## src/rtl/enigma_pkg.sv

```systemverilog
// Shared types for the Encryption-core stream framer: block layout and FSM states.
// Latency: n/a (types and pure functions only).
// Backpressure: n/a.
package enigma_pkg;

  localparam int BLK_BYTES = 16;

  typedef logic [7:0] byte_t;

  // Byte k of a block sits at index k; the core sees a0..a3, b0..b3, c0..c3, d0..d3.
  typedef byte_t [BLK_BYTES-1:0] blk_t;

  typedef enum logic [1:0] {
    LOAD  = 2'd0,
    CALC  = 2'd1,
    DRAIN = 2'd2
  } state_t;

  // Flatten a block into the core bus order: byte k at bits [8k+7:8k].
  function automatic logic [8*BLK_BYTES-1:0] pack_blk(input blk_t b);
    logic [8*BLK_BYTES-1:0] f;
    f = '0;
    for (int k = 0; k < BLK_BYTES; k++) begin
      f[8*k +: 8] = b[k];
    end
    return f;
  endfunction

  // Split a core bus back into indexed bytes (inverse of pack_blk).
  function automatic blk_t unpack_blk(input logic [8*BLK_BYTES-1:0] f);
    blk_t b;
    b = '0;
    for (int k = 0; k < BLK_BYTES; k++) begin
      b[k] = f[8*k +: 8];
    end
    return b;
  endfunction

endpackage

```

## src/rtl/enigma_byte_buf.sv

```systemverilog
// 16x8 register file: indexed byte write, parallel block load, sync clear, indexed + flat reads.
// Latency: writes visible the cycle after the edge; reads are combinational from registers.
// Backpressure: none; the owner decides when to write or load.
module enigma_byte_buf
  import enigma_pkg::*;
(
  input  logic                   clk,
  input  logic                   clr_i,
  input  logic                   wr_en_i,
  input  logic [3:0]             wr_idx_i,
  input  logic [7:0]             wr_dat_i,
  input  logic                   ld_en_i,
  input  logic [8*BLK_BYTES-1:0] ld_dat_i,
  input  logic [3:0]             rd_idx_i,
  output logic [7:0]             rd_dat_o,
  output logic [8*BLK_BYTES-1:0] flat_o
);

  blk_t mem_q;
  blk_t mem_d;

  // Next-state: clear wins over a parallel load, which wins over a single byte write.
  always_comb begin
    mem_d = mem_q;
    if (clr_i) begin
      mem_d = '0;
    end else if (ld_en_i) begin
      mem_d = unpack_blk(ld_dat_i);
    end else if (wr_en_i) begin
      mem_d[wr_idx_i] = wr_dat_i;
    end
  end

  // Storage register.
  always_ff @(posedge clk) begin
    mem_q <= mem_d;
  end

  assign rd_dat_o = mem_q[rd_idx_i];
  assign flat_o   = pack_blk(mem_q);

endmodule

```

## src/rtl/enigma_stream_framer.sv

```systemverilog
// Byte-serial framer around the combinational Encryption core: 16 bytes + key in, 16 bytes out.
// Latency: last input handshake at T -> first out_valid in cycle T+CALC_CYCLES+1.
// Backpressure: in_ready only in LOAD; out_valid holds data stable until out_ready accepts it.
module enigma_stream_framer #(
  parameter int CALC_CYCLES = 1,
  parameter int BLK_BYTES   = 16
) (
  input  logic                   clk,
  input  logic                   rst_n,
  input  logic                   in_valid,
  output logic                   in_ready,
  input  logic [7:0]             in_data,
  input  logic [7:0]             key_i,
  output logic                   out_valid,
  input  logic                   out_ready,
  output logic [7:0]             out_data,
  output logic                   out_last,
  output logic [8*BLK_BYTES-1:0] core_in,
  output logic [7:0]             core_sel,
  input  logic [8*BLK_BYTES-1:0] core_out,
  output logic                   busy,
  output logic                   blk_done
);

  import enigma_pkg::*;

  // calc_cnt needs at least one bit even when the core is single-cycle.
  localparam int          CW        = (CALC_CYCLES > 1) ? $clog2(CALC_CYCLES) : 1;
  localparam logic [CW-1:0] CALC_LAST = CW'(CALC_CYCLES - 1);
  localparam logic [3:0]  LAST      = 4'(BLK_BYTES - 1);
  localparam logic [3:0]  NEXT_LAST = 4'(BLK_BYTES - 2);

  state_t        state_q;
  logic [3:0]    cnt_q;
  logic [CW-1:0] calc_cnt_q;
  logic [7:0]    key_q;
  logic          in_ready_q;
  logic          out_valid_q;
  logic          out_last_q;
  logic          busy_q;

  logic          in_hs;
  logic          out_hs;
  logic          calc_done;
  logic [7:0]    obuf_rd;
  logic [7:0]    ibuf_rd_unused;
  logic [8*BLK_BYTES-1:0] obuf_flat_unused;

  // in_ready is masked by reset so nothing is taken while the block is being flushed.
  assign in_ready  = rst_n & in_ready_q;
  assign in_hs     = in_valid & in_ready;
  assign out_hs    = out_valid_q & out_ready;
  assign calc_done = (state_q == CALC) && (calc_cnt_q == CALC_LAST);

  // Input buffer: filled one byte per handshake; its flat view feeds the core directly,
  // so core_in only moves on input handshakes and stays put outside CALC.
  enigma_byte_buf u_ibuf (
    .clk      (clk),
    .clr_i    (!rst_n),
    .wr_en_i  (in_hs),
    .wr_idx_i (cnt_q),
    .wr_dat_i (in_data),
    .ld_en_i  (1'b0),
    .ld_dat_i ('0),
    .rd_idx_i (cnt_q),
    .rd_dat_o (ibuf_rd_unused),
    .flat_o   (core_in)
  );

  // Output buffer: captures the whole core result on the final CALC cycle.
  enigma_byte_buf u_obuf (
    .clk      (clk),
    .clr_i    (!rst_n),
    .wr_en_i  (1'b0),
    .wr_idx_i (4'd0),
    .wr_dat_i (8'd0),
    .ld_en_i  (calc_done),
    .ld_dat_i (core_out),
    .rd_idx_i (cnt_q),
    .rd_dat_o (obuf_rd),
    .flat_o   (obuf_flat_unused)
  );

  // Block FSM with counters, key capture and registered handshake/status flags.
  always_ff @(posedge clk) begin
    if (!rst_n) begin
      state_q     <= LOAD;
      cnt_q       <= '0;
      calc_cnt_q  <= '0;
      key_q       <= '0;
      in_ready_q  <= 1'b1;
      out_valid_q <= 1'b0;
      out_last_q  <= 1'b0;
      busy_q      <= 1'b0;
    end else begin
      case (state_q)
        LOAD: begin
          if (in_hs) begin
            busy_q <= 1'b1;
            if (cnt_q == 4'd0) begin
              key_q <= key_i;
            end
            if (cnt_q == LAST) begin
              cnt_q      <= '0;
              in_ready_q <= 1'b0;
              state_q    <= CALC;
            end else begin
              cnt_q <= cnt_q + 4'd1;
            end
          end
        end
        CALC: begin
          if (calc_done) begin
            calc_cnt_q  <= '0;
            out_valid_q <= 1'b1;
            out_last_q  <= (LAST == 4'd0);
            state_q     <= DRAIN;
          end else begin
            calc_cnt_q <= calc_cnt_q + 1'b1;
          end
        end
        DRAIN: begin
          if (out_hs) begin
            if (cnt_q == LAST) begin
              cnt_q       <= '0;
              out_valid_q <= 1'b0;
              out_last_q  <= 1'b0;
              busy_q      <= 1'b0;
              in_ready_q  <= 1'b1;
              state_q     <= LOAD;
            end else begin
              cnt_q      <= cnt_q + 4'd1;
              out_last_q <= (cnt_q == NEXT_LAST);
            end
          end
        end
        default: begin
          state_q <= LOAD;
        end
      endcase
    end
  end

  // Output data reads zero whenever no beat is being offered.
  assign out_valid = out_valid_q;
  assign out_data  = out_valid_q ? obuf_rd : 8'd0;
  assign out_last  = out_last_q;
  assign core_sel  = key_q;
  assign busy      = busy_q;
  assign blk_done  = out_hs & out_last_q;

endmodule

```

## config.mk

```make
export PLATFORM = sky130hd
export DESIGN_NAME = enigma_stream_framer
export DESIGN_NICKNAME = d
export VERILOG_FILES = /design/src/rtl/enigma_pkg.sv /design/src/rtl/enigma_byte_buf.sv /design/src/rtl/enigma_stream_framer.sv
export SDC_FILE = /design/constraint.sdc
export NUM_CORES = 1
export LEC_CHECK = 0
export CAP_MARGIN = 5
export CORE_MARGIN = 4
export CORE_UTILIZATION = 53
export DETAILED_ROUTE_END_ITERATION = 7
export PLACE_DENSITY = 0.95
export SLEW_MARGIN = 20
export SYNTH_ARGS = -nofsm -noshare
export SYNTH_HDL_FRONTEND = slang
export SYNTH_SLANG_ARGS = --single-unit
```

## constraint.sdc

```tcl
create_clock -name clk -period 5.1 [get_ports clk]
set_input_delay 1.02 -clock clk [delete_from_list [all_inputs] [get_ports clk]]
set_output_delay 1.02 -clock clk [all_outputs]
set_load 0.005 [all_outputs]
```

# Word-level counts from Yosys, hierarchy flattened
# Cells that the tools add are included.
# op_classes
add_sub_neg	2
magnitude_cmp	2
n_eq_ne	9
n_mux	31
n_bitwise	5
reduce_logical	13
# op_table
operator	n
$bwmux W128	1
$bmux W8 S4	1
$demux W8 S4	1
$mux W8	3
$mux W4	3
$mux W1	11
$mux W2	5
$ne A2 B2 Y1 const B	5
$reduce_and A5 Y1	2
$reduce_and A3 Y1	3
$eq A4 B4 Y1 const B	2
$pmux W1 S2	4
$pmux W4 S2	1
$reduce_and A4 Y1	2
$pmux W2 S3	1
$lt A4 B5 Y1 const B	1
$add A4 B1 Y4 const B	1
$and A1 B1 Y1	4
$ge A4 B1 Y1 const B	1
$logic_not A4 Y1	1
$reduce_bool A2 Y1	2
$eq A2 B1 Y1 const B	1
$eq A2 B2 Y1 const B	1
$logic_and A1 B1 Y1	2
3 further kinds	3
# word_totals
register_bits	275
out_inout_bits	149

# Depth between registers and ports, before layout
# logic_depth
word_depth	5
ltp_mapped	9

# Modules after synthesis
# Synthesis repeated with hierarchy kept, for this count alone.
# unflattened
hier_cells	1792
area_unflattened_um2	15103.2
# modules_own_cells
module	n_inst	cells_per_inst	area_per_inst_um2	seq_area_each_um2
enigma_byte_buf	2	840	7108.1	2562.5
enigma_stream_framer	1	112	887.1	380.4

# Worst setup path before layout
# Ideal clock, no wire load.
# synth_path
path_kind	input-to-output
startpoint	input port rst_n
endpoint	output port in_ready
arrival_ns	1.568
required_ns	4.080
path_slack_ns	2.512
cell_stages	3
n_path_buf	2
path_cell_list	buf_2 > clkbuf_1 > and2_1
# synth_between
elab_chain_cells	1
# synth_lines
element	line_no	rtl
start: declaration	enigma_stream_framer.sv:9	input logic rst_n,
$and A1 B1 Y1	enigma_stream_framer.sv:50	assign in_ready = rst_n & in_ready_q;
end: declaration	enigma_stream_framer.sv:11	output logic in_ready,
# Every way passes these cells.

# Final worst setup path
# layout_path
startpoint	register cnt_q[0]
endpoint	output port out_data[2]
# layout_between
elab_chain_cells	3
# layout_lines
element	line_no	rtl
start: declaration	enigma_stream_framer.sv:34	logic [3:0] cnt_q;
start signal: assignment	enigma_stream_framer.sv:108	cnt_q <= cnt_q + 4'd1;
start signal: assignment	enigma_stream_framer.sv:132	cnt_q <= cnt_q + 4'd1;
$bmux W8 S4	enigma_byte_buf.sv:39	assign rd_dat_o = mem_q[rd_idx_i];
$mux W8 (implied by the code)	enigma_byte_buf.sv:39	
$mux W8	enigma_stream_framer.sv:146	assign out_data = out_valid_q ? obuf_rd : 8'd0;
end: declaration	enigma_stream_framer.sv:16	output logic [7:0] out_data,
# Every way passes these cells. The select of a mux whose other input is x is not followed.

==> metrics.md <==
| Metric | Value |
|---|---|
| P_leak | 0.00595 uW |
| Tmin final | 4.07 ns |
| Detail Route Antenna Nets | 0 |
| Final hold slack | 0.452 ns |
| Placed cells | 1654 |
| Crit. End Element | primary output |
| CTS tree | built |
| Mean Syn Cell Area | 9.92 sq um |
| Post-CTS Hold Fix Bufs | 0 |
| Max IR drop VDD | 0.000316 V |
| Post-synth ARST share | 0% |
| R2R Path End | u_ibuf.flat_o[7]$_SDFFE_PN0P_ |
| Crit-path slowest cell | dfxtp_2 |
| Total wire length | 35.5 mm |
| Top-count cell post-synth | nand2_1 |
| Worst Setup SP | cnt_q[0]$_SDFFE_PN0P_ |
| Gr usage total | 27.8% |
| EDFF count, synth | 0 |
| Sequential share of power | 47.1% |
| GPL Wtd Cong | 0.870 |
| Reg clk slew, reported paths | 0.06 ns |
| Sink Count | 275 |
| Power per cell area | 299 nW/um^2 |
| Net Sw Frac | 21.1% |
| Part of the Yosys area used for sequential elements | 47.6% |
| Combinational share of power | 5.8% |
| Top delay family on crit path | flip-flops |
| Syn Inst Count | 1166 |
| Syn Nets | 1318 |
| DR vias | 9611 |
| Vias in the first global route | 9876 |
| Switching Power | 973 uW |
| Fin. max-slew vios | 0 |
| Cells taking the most area after synthesis | dfxtp_1 (48%), mux2i_1 (11%), nand2_1 (9.1%) |
| Drt initial violations | 657 |
| H-tree depth | 1 |
| WS Path Type | reg2out |
| Power share of the clock group | 47.1% |
| DRC | 0 |
| Flip-flop and latch count after synthesis | 275 |
| Maxcap violations | 0 |
| WL per Instance | 20.8 um |
| Area fraction of the dominant cell type after synthesis | 47.6% |
| Number of stages on the worst setup path | 5 |
| Total grt overflow | 0 |
| Floorplan core area | 21200 sq um |
| RSZ-0062 raised after global routing | no |
| R2R Setup Slk | 2.34 ns |
| Largest net degree at the start of global routing | 141 |
| Yosys warns | 0 |
| Starting Density | 54.5% |
| Hold Path Stages | 2 |
| Clock skew | 0.0118 ns |
| Clk_lat worst skew | 0.54 ns |
| Initial antenna violation count | 2 |
| Slew HR | 38.8% |
| CP max FO | 24 |
| Setup TNS | 0 ns |
| Status | completed |
| Filler Cells Inserted | 1339 |
| Clock buffer depth | 3 |
| Pint | 3650 uW |
| Largest area contributor in the netlist | dfxtp_1 |
| R2R Path Start | in_ready_q$_SDFFE_PN1P_ |
| Slowest Stage Delay on Critical Path | 0.82 ns |
| Bufs and invs on worst path | 2 |
| Post-CTS setup buffers | 0 |
| Cts repair resizes | 0 |
| Finished Layout Cells | 1706 |
| Chip height | 156 um |
| CTS Buf Count | 28 |
| Critical path, cell by cell | inv_1 -> nor2_1 -> a22oi_1 -> nand2_1 -> clkdlybuf4s50_1 |
| Area growth, synth to finish | 33.8% |
| Critical Path RT | 4.08 ns |
| Main synth FF type | dfxtp_1 |
| Vias per Instance | 5.63 |
| Arrival time at the worst endpoint | 3.05 ns |
| Crit path to | out_data[2] |
| Fmax | 0.246 GHz |
| Tcrit/Tclk final | 79.8% |
| First-pass iteration count of the detailed router | 5 |
| Dpl hpwl | 23.9 mm |
| Width of the die | 156 um |
| ANT cells | 0 |
| Layout cell share with drive strength beyond 1 | 7.69% |
| Worst reg2reg path depth | 4 |
| Hold Vio Cnt, Final | 0 |
| PortBufs | 296 |
| FP Rows | 53 |
| Unique masters post-synth | 36 |
| First-pass GRT wire length | 54.0 mm |
| Die Area | 24200 sq um |
| Layout Nets | 1561 |
| I/O pin count | 297 |
| CP Launch Type | flip-flop |
| Synth top cells by count | nand2_1 (281), dfxtp_1 (275), a21boi_0 (130), mux2i_1 (130), nor2b_1 (129) |
| Netlist Area Pre-Place | 11600 sq um |
| Hold WC Path Type | reg2reg |
| Root buffer cell | clkbuf_16 |
| Slew at the pin closest to its max-slew limit | 0.916 ns |
| Setup violation total in the final timing report | 0 |
-- sequential cells by signal, indices dropped and copies added (netlist names), 2 cells and up --
register / count
u_obuf.flat_o: 128
cnt_q: 4
core_sel: 8
u_ibuf.flat_o: 128
state_q: 2
-- metal layers --
| metal | global-route usage [%] | wire length [um] | vias up | part of all wire (%) |
|---|---|---|---|---|
| met2 | 48.9 | 17600 | 436 | 50 |
| met4 | 10.3 | 1420 | 4 | 4.0 |
| li1 | - | - | 4403 | - |
| met1 | 31.8 | 13000 | 4678 | 37 |
| met3 | 8.93 | 3440 | 90 | 9.7 |
| met5 | 0 | 20 | - | 0.056 |
-- power groups by stage --
stage	combinational [uW]	clock, uW	sequential, uW
2_1_floorplan	108	0	2210
3_3_place_gp	260	0	2220
3_5_place_dp	263	0	2220
4_1_cts	267	2190	2180
5_1_grt	283	2270	2180
6_report	269	2180	2180
-- layout make-up --
cell class	instances	area [sq um]	area share (%)
multi-input cells	799	5590	36.1
flip-flops and latches	275	5510	35.6
repair buffers	302	3010	19.5
clock buffers	43	908	5.87
well taps	275	344	2.22
clock inverters	9	101	0.655
inverters	3	11.3	0.0728
-- kinds of logic (layout without fill, tap and decap cells) --
kind of cell	after synthesis	count (layout)	share of synthesized area [%]
buf+inv	92	357	4.13
flops	275	275	47.6
fa+ha+maj	4	4	0.433
mux	162	162	17.5
compound gates	168	168	10.7
simple gates	465	465	19.6
-- worst min-delay path, cell delays in order, from the launching register on --
cell,delay [ns]
dfxtp_1,0.31
nand2_1,0.05
a21boi_1,0.05
-- stage by stage --
| stage | util (%) | setup WS (ns) | area (sq um) | power [uW] |
|---|---|---|---|---|
| 2_1_floorplan | - | 2.51 | 11600 | 2320 |
| 5_1_grt | 72.9 | 0.867 | 15500 | 4730 |
| 6_report | 72.9 | 1.03 | 15500 | 4620 |
| 3_3_place_gp | 68.1 | 1.73 | 14500 | 2480 |
| 3_5_place_dp | 68.1 | 1.64 | 14500 | 2490 |
| 4_1_cts | 72.9 | 1.04 | 15500 | 4630 |
-- placed cells by master (no fill, tap or decap), types with 2 or more instances in the layout --
cell type	Yosys	layout
nand4b_1	3	3
buf_4	3	5
a22oi_1	15	15
nor2b_1	129	129
nand3_2	7	7
nand2b_1	3	3
dfxtp_2	0	2
dfxtp_1	275	273
nand2_1	281	281
nand3_1	15	15
clkbuf_16	0	29
clkinv_2	0	5
nand4_1	2	2
and3_1	5	5
a21oi_1	3	3
inv_1	3	3
and2_1	2	2
bufinv_16	0	2
buf_6	12	2
ha_1	4	4
clkbuf_8	0	13
clkdlybuf4s50_1	0	295
nand4_2	7	7
o21ai_0	7	7
mux4_2	32	32
a21boi_1	8	8
mux2i_1	130	130
o21a_1	2	2
a21boi_0	130	130
nor2_1	5	5
-- worst min-delay path by stage --
stage | start | endpoint | slack, ns
2_1_floorplan | u_obuf.flat_o[112]$_SDFFE_PN0P_ | u_obuf.flat_o[112]$_SDFFE_PN0P_ | 0.44
3_3_place_gp | core_sel[7]$_SDFFE_PN0P_ | core_sel[7]$_SDFFE_PN0P_ | 0.44
3_5_place_dp | core_sel[0]$_SDFFE_PN0P_ | core_sel[0]$_SDFFE_PN0P_ | 0.45
4_1_cts | core_sel[0]$_SDFFE_PN0P_ | core_sel[0]$_SDFFE_PN0P_ | 0.45
5_1_grt | u_obuf.flat_o[78]$_SDFFE_PN0P_ | u_obuf.flat_o[78]$_SDFFE_PN0P_ | 0.48
6_report | core_sel[0]$_SDFFE_PN0P_ | core_sel[0]$_SDFFE_PN0P_ | 0.45
(Power assumes the default switching activity.)
